==> config.mk <==
export PLATFORM = sky130hd
export DESIGN_NAME = regbank_write_sequencer
export DESIGN_NICKNAME = d
export VERILOG_FILES = /design/src/rtl/armaria_regbank_pkg.sv /design/src/rtl/load_timeout_counter.sv /design/src/rtl/regbank_write_sequencer.sv
export SDC_FILE = /design/constraint.sdc
export NUM_CORES = 1
export LEC_CHECK = 0
export ABC_CLOCK_PERIOD_IN_PS = 3900
export CAP_MARGIN = 5
export CORE_AREA = 4 4 41 43
export CTS_CLUSTER_DIAMETER = 200
export DETAILED_ROUTE_END_ITERATION = 10
export DIE_AREA = 0 0 45 47
export GPL_ROUTABILITY_DRIVEN = 0
export HOLD_SLACK_MARGIN = 0.06
export PLACE_DENSITY = 0.75
export SYNTH_ARGS = -nofsm -noshare
export SYNTH_HDL_FRONTEND = slang
export SYNTH_HIERARCHICAL = 1
export SYNTH_SLANG_ARGS = --single-unit
==> constraint.sdc <==
create_clock -name clock -period 3.9 [get_ports clock]
set_clock_uncertainty 0.1 [all_clocks]
set_input_delay 0.39 -clock clock [delete_from_list [all_inputs] [get_ports clock]]
set_output_delay 0.39 -clock clock [all_outputs]
set_load 0.01 [all_outputs]
==> src/rtl/armaria_regbank_pkg.sv <==
// Shared types and bank command codes for the register-bank write path.
package armaria_regbank_pkg;

  typedef enum logic [2:0] {
    WB_NONE        = 3'd0,
    WB_ALU         = 3'd1,
    WB_LOAD        = 3'd2,
    WB_LOAD_DIRECT = 3'd3,
    WB_TRAP        = 3'd4,
    WB_SOFT_RESET  = 3'd5,
    WB_RETURN      = 3'd6
  } wb_kind_t;

  localparam logic [2:0] CTRL_NONE         = 3'd0;
  localparam logic [2:0] CTRL_ALU          = 3'd1;
  localparam logic [2:0] CTRL_SOFT_RESET   = 3'd2;
  localparam logic [2:0] CTRL_LOAD_CAPTURE = 3'd3;
  localparam logic [2:0] CTRL_ENTER_PRIV   = 3'd4;
  localparam logic [2:0] CTRL_LOAD_COMMIT  = 3'd5;
  localparam logic [2:0] CTRL_LOAD_DIRECT  = 3'd6;

  typedef enum logic [1:0] {
    SEQ_IDLE        = 2'd0,
    SEQ_LOAD_WAIT   = 2'd1,
    SEQ_LOAD_COMMIT = 2'd2
  } seq_state_t;

endpackage

==> src/rtl/load_timeout_counter.sv <==
// Counts cycles spent waiting for memory; flags the cycle in which the limit is reached.
module load_timeout_counter (
  input  logic       clock,
  input  logic       reset,
  input  logic       clear,
  input  logic       count,
  input  logic [7:0] limit,
  output logic       expired
);

  logic [7:0] r_count;

  always_ff @(posedge clock) begin
    if (reset || clear)
      r_count <= 8'd0;
    else if (count && r_count != 8'hFF)
      r_count <= r_count + 8'd1;
  end

  // r_count holds completed wait cycles, so the current cycle is number r_count+1
  assign expired = count && (({1'b0, r_count} + 9'd1) >= {1'b0, limit});

endmodule

==> src/rtl/regbank_write_sequencer.sv <==
// Turns decoded write-back requests into register-bank enable/control/dest commands.
// Optional LOAD_WAIT timeout is compiled in with `define REGBANK_SEQ_TIMEOUT_EN.
module regbank_write_sequencer
  import armaria_regbank_pkg::*;
#(
  parameter int REGISTER_LENGTH = 32,
  parameter int TIMEOUT_CYCLES  = 15
) (
  input  logic       clock,
  input  logic       reset,
  input  logic       wb_valid,
  output logic       wb_ready,
  input  logic [2:0] wb_kind,
  input  logic [3:0] wb_dest,
  input  logic       mem_ack,
  output logic       bank_enable,
  output logic [2:0] bank_control,
  output logic [3:0] bank_dest,
  output logic       privileged_mode,
  output logic       busy,
  output logic       timeout_error
);

  generate
    if (REGISTER_LENGTH < 1) begin : g_bad_width
      $error("REGISTER_LENGTH must be positive");
    end
    if (TIMEOUT_CYCLES < 1 || TIMEOUT_CYCLES > 255) begin : g_bad_timeout
      $error("TIMEOUT_CYCLES must be in 1..255");
    end
  endgenerate

  seq_state_t r_state;
  logic       r_enable;
  logic [2:0] r_control;
  logic [3:0] r_dest;
  logic       r_priv;
  logic       w_expired;

`ifdef REGBANK_SEQ_TIMEOUT_EN
  logic r_timeout_error;

  load_timeout_counter u_timeout (
    .clock   (clock),
    .reset   (reset),
    .clear   (r_state != SEQ_LOAD_WAIT),
    .count   (r_state == SEQ_LOAD_WAIT),
    .limit   (8'(TIMEOUT_CYCLES)),
    .expired (w_expired)
  );

  assign timeout_error = r_timeout_error;
`else
  assign w_expired     = 1'b0;
  assign timeout_error = 1'b0;
`endif

  always_ff @(posedge clock) begin
    if (reset) begin
      r_state   <= SEQ_IDLE;
      r_enable  <= 1'b0;
      r_control <= CTRL_NONE;
      r_dest    <= 4'd0;
      r_priv    <= 1'b0;
`ifdef REGBANK_SEQ_TIMEOUT_EN
      r_timeout_error <= 1'b0;
`endif
    end else begin
      r_enable  <= 1'b0;
      r_control <= CTRL_NONE;
      case (r_state)
        SEQ_IDLE: begin
          // NONE and the illegal kind still pulse enable so the bank advances PC/SP
          if (wb_valid) begin
            r_enable <= 1'b1;
            case (wb_kind_t'(wb_kind))
              WB_ALU: begin
                r_control <= CTRL_ALU;
                r_dest    <= wb_dest;
              end
              WB_LOAD: begin
                r_control <= CTRL_LOAD_CAPTURE;
                r_dest    <= wb_dest;
                r_state   <= SEQ_LOAD_WAIT;
              end
              WB_LOAD_DIRECT: r_control <= CTRL_LOAD_DIRECT;
              WB_TRAP: begin
                r_control <= CTRL_ENTER_PRIV;
                r_priv    <= 1'b1;
              end
              WB_SOFT_RESET: begin
                r_control <= CTRL_SOFT_RESET;
                r_priv    <= 1'b0;
              end
              WB_RETURN: r_priv <= 1'b0;
              default: ;
            endcase
          end
        end
        SEQ_LOAD_WAIT: begin
          // ack beats the timeout when both land in the same cycle
          if (mem_ack) begin
            r_enable  <= 1'b1;
            r_control <= CTRL_LOAD_COMMIT;
            r_state   <= SEQ_LOAD_COMMIT;
          end else if (w_expired) begin
            r_state <= SEQ_IDLE;
`ifdef REGBANK_SEQ_TIMEOUT_EN
            r_timeout_error <= 1'b1;
`endif
          end
        end
        SEQ_LOAD_COMMIT: r_state <= SEQ_IDLE;
        default:         r_state <= SEQ_IDLE;
      endcase
    end
  end

  assign wb_ready        = (r_state == SEQ_IDLE);
  assign busy            = (r_state != SEQ_IDLE);
  assign bank_enable     = r_enable;
  assign bank_control    = r_control;
  assign bank_dest       = r_dest;
  assign privileged_mode = r_priv;

endmodule

==> impl_metrics.json <==
{
  "status": "finished clean",
  "hold_ws_ns": 0.379,
  "drt-total-wl_um": 1050,
  "synth_edf_count": 0,
  "power.share.sequential_pct": 49.5,
  "yosysUniqueCellTypes": 23,
  "p_per_area_nw_per_um2": 319,
  "wl_per_cell_um": 11.6,
  "setup_tns_ns": 0,
  "cts_tree": "done",
  "antenna_cells": 0,
  "setup_violations": 0,
  "syn_avg_cell_area_um2": 9.70,
  "leakage_nw": 0.268,
  "start_util_pct": 38.8,
  "synth_cells": 52,
  "ys_seq_area_share_pct": 43.7,
  "holdBufCountCts": 0,
  "hold_class": "reg2reg",
  "p_sw_share_pct": 23.9,
  "io_pins": 23,
  "syn_nets": 63,
  "r2r_slack_ns": 2.43,
  "syn2layout_area_growth_pct": 48.4,
  "drc_errors": 0,
  "p_int_mw": 0.182,
  "synth_commonest_cells": "12 x nand2b_1, 11 x dfxtp_1, 4 x mux2i_1",
  "post_cts_resize_count": 0,
  "finalCriticalPeriod_ns": 2.00,
  "cap_violations": 0,
  "drive_above_1_share_pct": 9.33,
  "critPathCaptureType": "output port",
  "p_total_mw": 0.239,
  "clockBufferDepth": 2,
  "antenna_found_initial": 0,
  "synth_top_cell_area_share_pct": 43.7,
  "cp_max_fo": 6,
  "portBuffers": 21,
  "async_reset_ff_share_pct": 0,
  "post-dp-hpwl_um": 822,
  "synthTopCellsByArea": "dfxtp_1 44%, nand2b_1 15%, mux2i_1 7.9%, nor3_4 3.2%, a21oi_1 3.0%",
  "period_share_pct": 51.2,
  "firstDrtPassIters": 4,
  "post_drt_via_cell_ratio": 4.90,
  "rsz0062_at_grt": "false",
  "peakVddDrop_v": 0.000160,
  "cts_sinks": 11,
  "maxSlewViolCount": 0,
  "drt-initial-drc-count": 24,
  "grt_pass1_wl_um": 1690,
  "grt_pass1_vias": 412,
  "netlist_area_um2": 504,
  "hold_viol_final": 0,
  "dieWidth_um": 45,
  "cp.arrival_ns": 1.51,
  "worst_setup_path_start_kind": "register",
  "track_usage_pct": 11.6,
  "hp-start": "bank_dest[3]$_SDFFE_PP0P_",
  "rows": 13,
  "yosysTopAreaCell": "dfxtp_1",
  "path_clk_slew_ns": 0.07,
  "power_switching_mw": 0.0572,
  "ant_nets": 0,
  "root_buffer": "clkbuf_4",
  "fmax_ghz": 0.501,
  "cts_max_level": 1,
  "post-synth-top-count-cell": "nand2b_1",
  "ys.flop_type": "dfxtp_1",
  "overflow": 0,
  "grt_max_degree": 13,
  "clock_latency_ns": 0.27,
  "die_area_um2": 2120,
  "crit_type": "reg2out",
  "layout.nets": 87,
  "ys_warn_count": 6,
  "startpoint": "r_state[0]$_SDFFE_PP0P_",
  "clockPowerShare_pct": 32.4,
  "worstReg2RegStart": "r_state[0]$_SDFFE_PP0P_",
  "synth-seq-cells": 11,
  "post-cts-setup-buffer-count": 0,
  "crit_required_ns": 3.41,
  "vias": 441,
  "design.core.area_um2": 1300,
  "die_h_um": 47,
  "numCtsBuffers": 3,
  "p_comb_share_pct": 18.1
}
worst max-delay path: stages, from the launching register on:
cell and delay (ns):
dfxtp_1 0.34, or2_2 0.31, inv_1 0.06, clkdlybuf4s50_1 0.52
registers in the layout (all words and copies together), names as in the netlist:
register,cells
bank_dest,4
bank_control,3
bank_enable,1
r_state,2
privileged_mode,1
metrics by stage:
step                      std cells  setup slack [ns]  instance area (um2)  util (%)
final                            90              1.90                  748      57.5
after global routing             90              1.81                  748      57.5
after global placement           86              1.92                  722      55.5
after floorplan                  52              2.50                  504         -
after CTS                        90              1.89                  748      57.5
after detailed placement         86              1.90                  722      55.5
cell usage in the layout (no fill, tap or decap):
| cell type | netlist | layout |
|---|---|---|
| conb_1 | 1 | 1 |
| xnor2_1 | 1 | 1 |
| or3_1 | 1 | 1 |
| nor3_4 | 1 | 1 |
| nand2b_1 | 12 | 12 |
| a311o_1 | 1 | 1 |
| nand2_1 | 2 | 2 |
| inv_1 | 2 | 2 |
| or2_2 | 2 | 2 |
| a21oi_1 | 3 | 3 |
| clkbuf_1 | 1 | 1 |
| clkbuf_4 | 0 | 3 |
| or3b_4 | 1 | 1 |
| o41ai_1 | 1 | 1 |
| or2b_1 | 1 | 1 |
| o22ai_1 | 1 | 1 |
| clkdlybuf4s50_1 | 0 | 21 |
| mux2i_1 | 4 | 4 |
| nor3b_1 | 1 | 1 |
| dfxtp_1 | 11 | 11 |
| o32ai_1 | 1 | 1 |
| nand3b_1 | 1 | 1 |
| o22a_1 | 1 | 1 |
| nor2_1 | 1 | 1 |
area by class of cell:
| type | count | area, um2 |
|---|---|---|
| clock buffer | 4 | 26.3 |
| tap | 15 | 18.8 |
| inverter | 2 | 7.51 |
| fill | 125 | 553 |
| sequential | 11 | 220 |
| timing repair buffer | 21 | 210 |
| multi-input combinational | 37 | 265 |
worst paths after layout:
check	endpoint	cells past startpoint
worst max register to register	bank_dest[0]$_SDFFE_PP0P_	3
worst min register to register	bank_dest[3]$_SDFFE_PP0P_	2
worst max-delay path	wb_ready	3
worst min-delay path	bank_dest[3]$_SDFFE_PP0P_	2
routing by layer:
metal  share of wire (%)  vias to the layer above  track usage [%]
met1                  44                      194             13.4
met2                  46                       20             18.1
li1                    -                      223                -
met4                 1.6                        0             7.02
met3                 8.9                        4             4.60
met5                   0                        -                0
cell families (layout without fill, tap and decap cells):
kind of cell | Yosys count | count (layout) | share of synthesized area (%)
AO/OA/AOI/OAI | 8 | 8 | 11.4
XOR/XNOR | 1 | 1 | 1.74
multiplexers | 4 | 4 | 7.94
AND/OR/NAND/NOR | 23 | 23 | 30.8
other | 1 | 1 | 0.744
buffers and inverters | 4 | 27 | 3.72
flip-flops | 11 | 11 | 43.7
power by group through the flow:
stage	Sequential (mW)	Combinational, mW	Clock, mW
final	0.118	0.0434	0.0774
after global routing	0.119	0.0470	0.0884
after CTS	0.118	0.0436	0.0819
after detailed placement	0.121	0.0434	0
after global placement	0.121	0.0431	0
after floorplan	0.123	0.0186	0
Note: power is estimated with default switching activity, not from simulation.
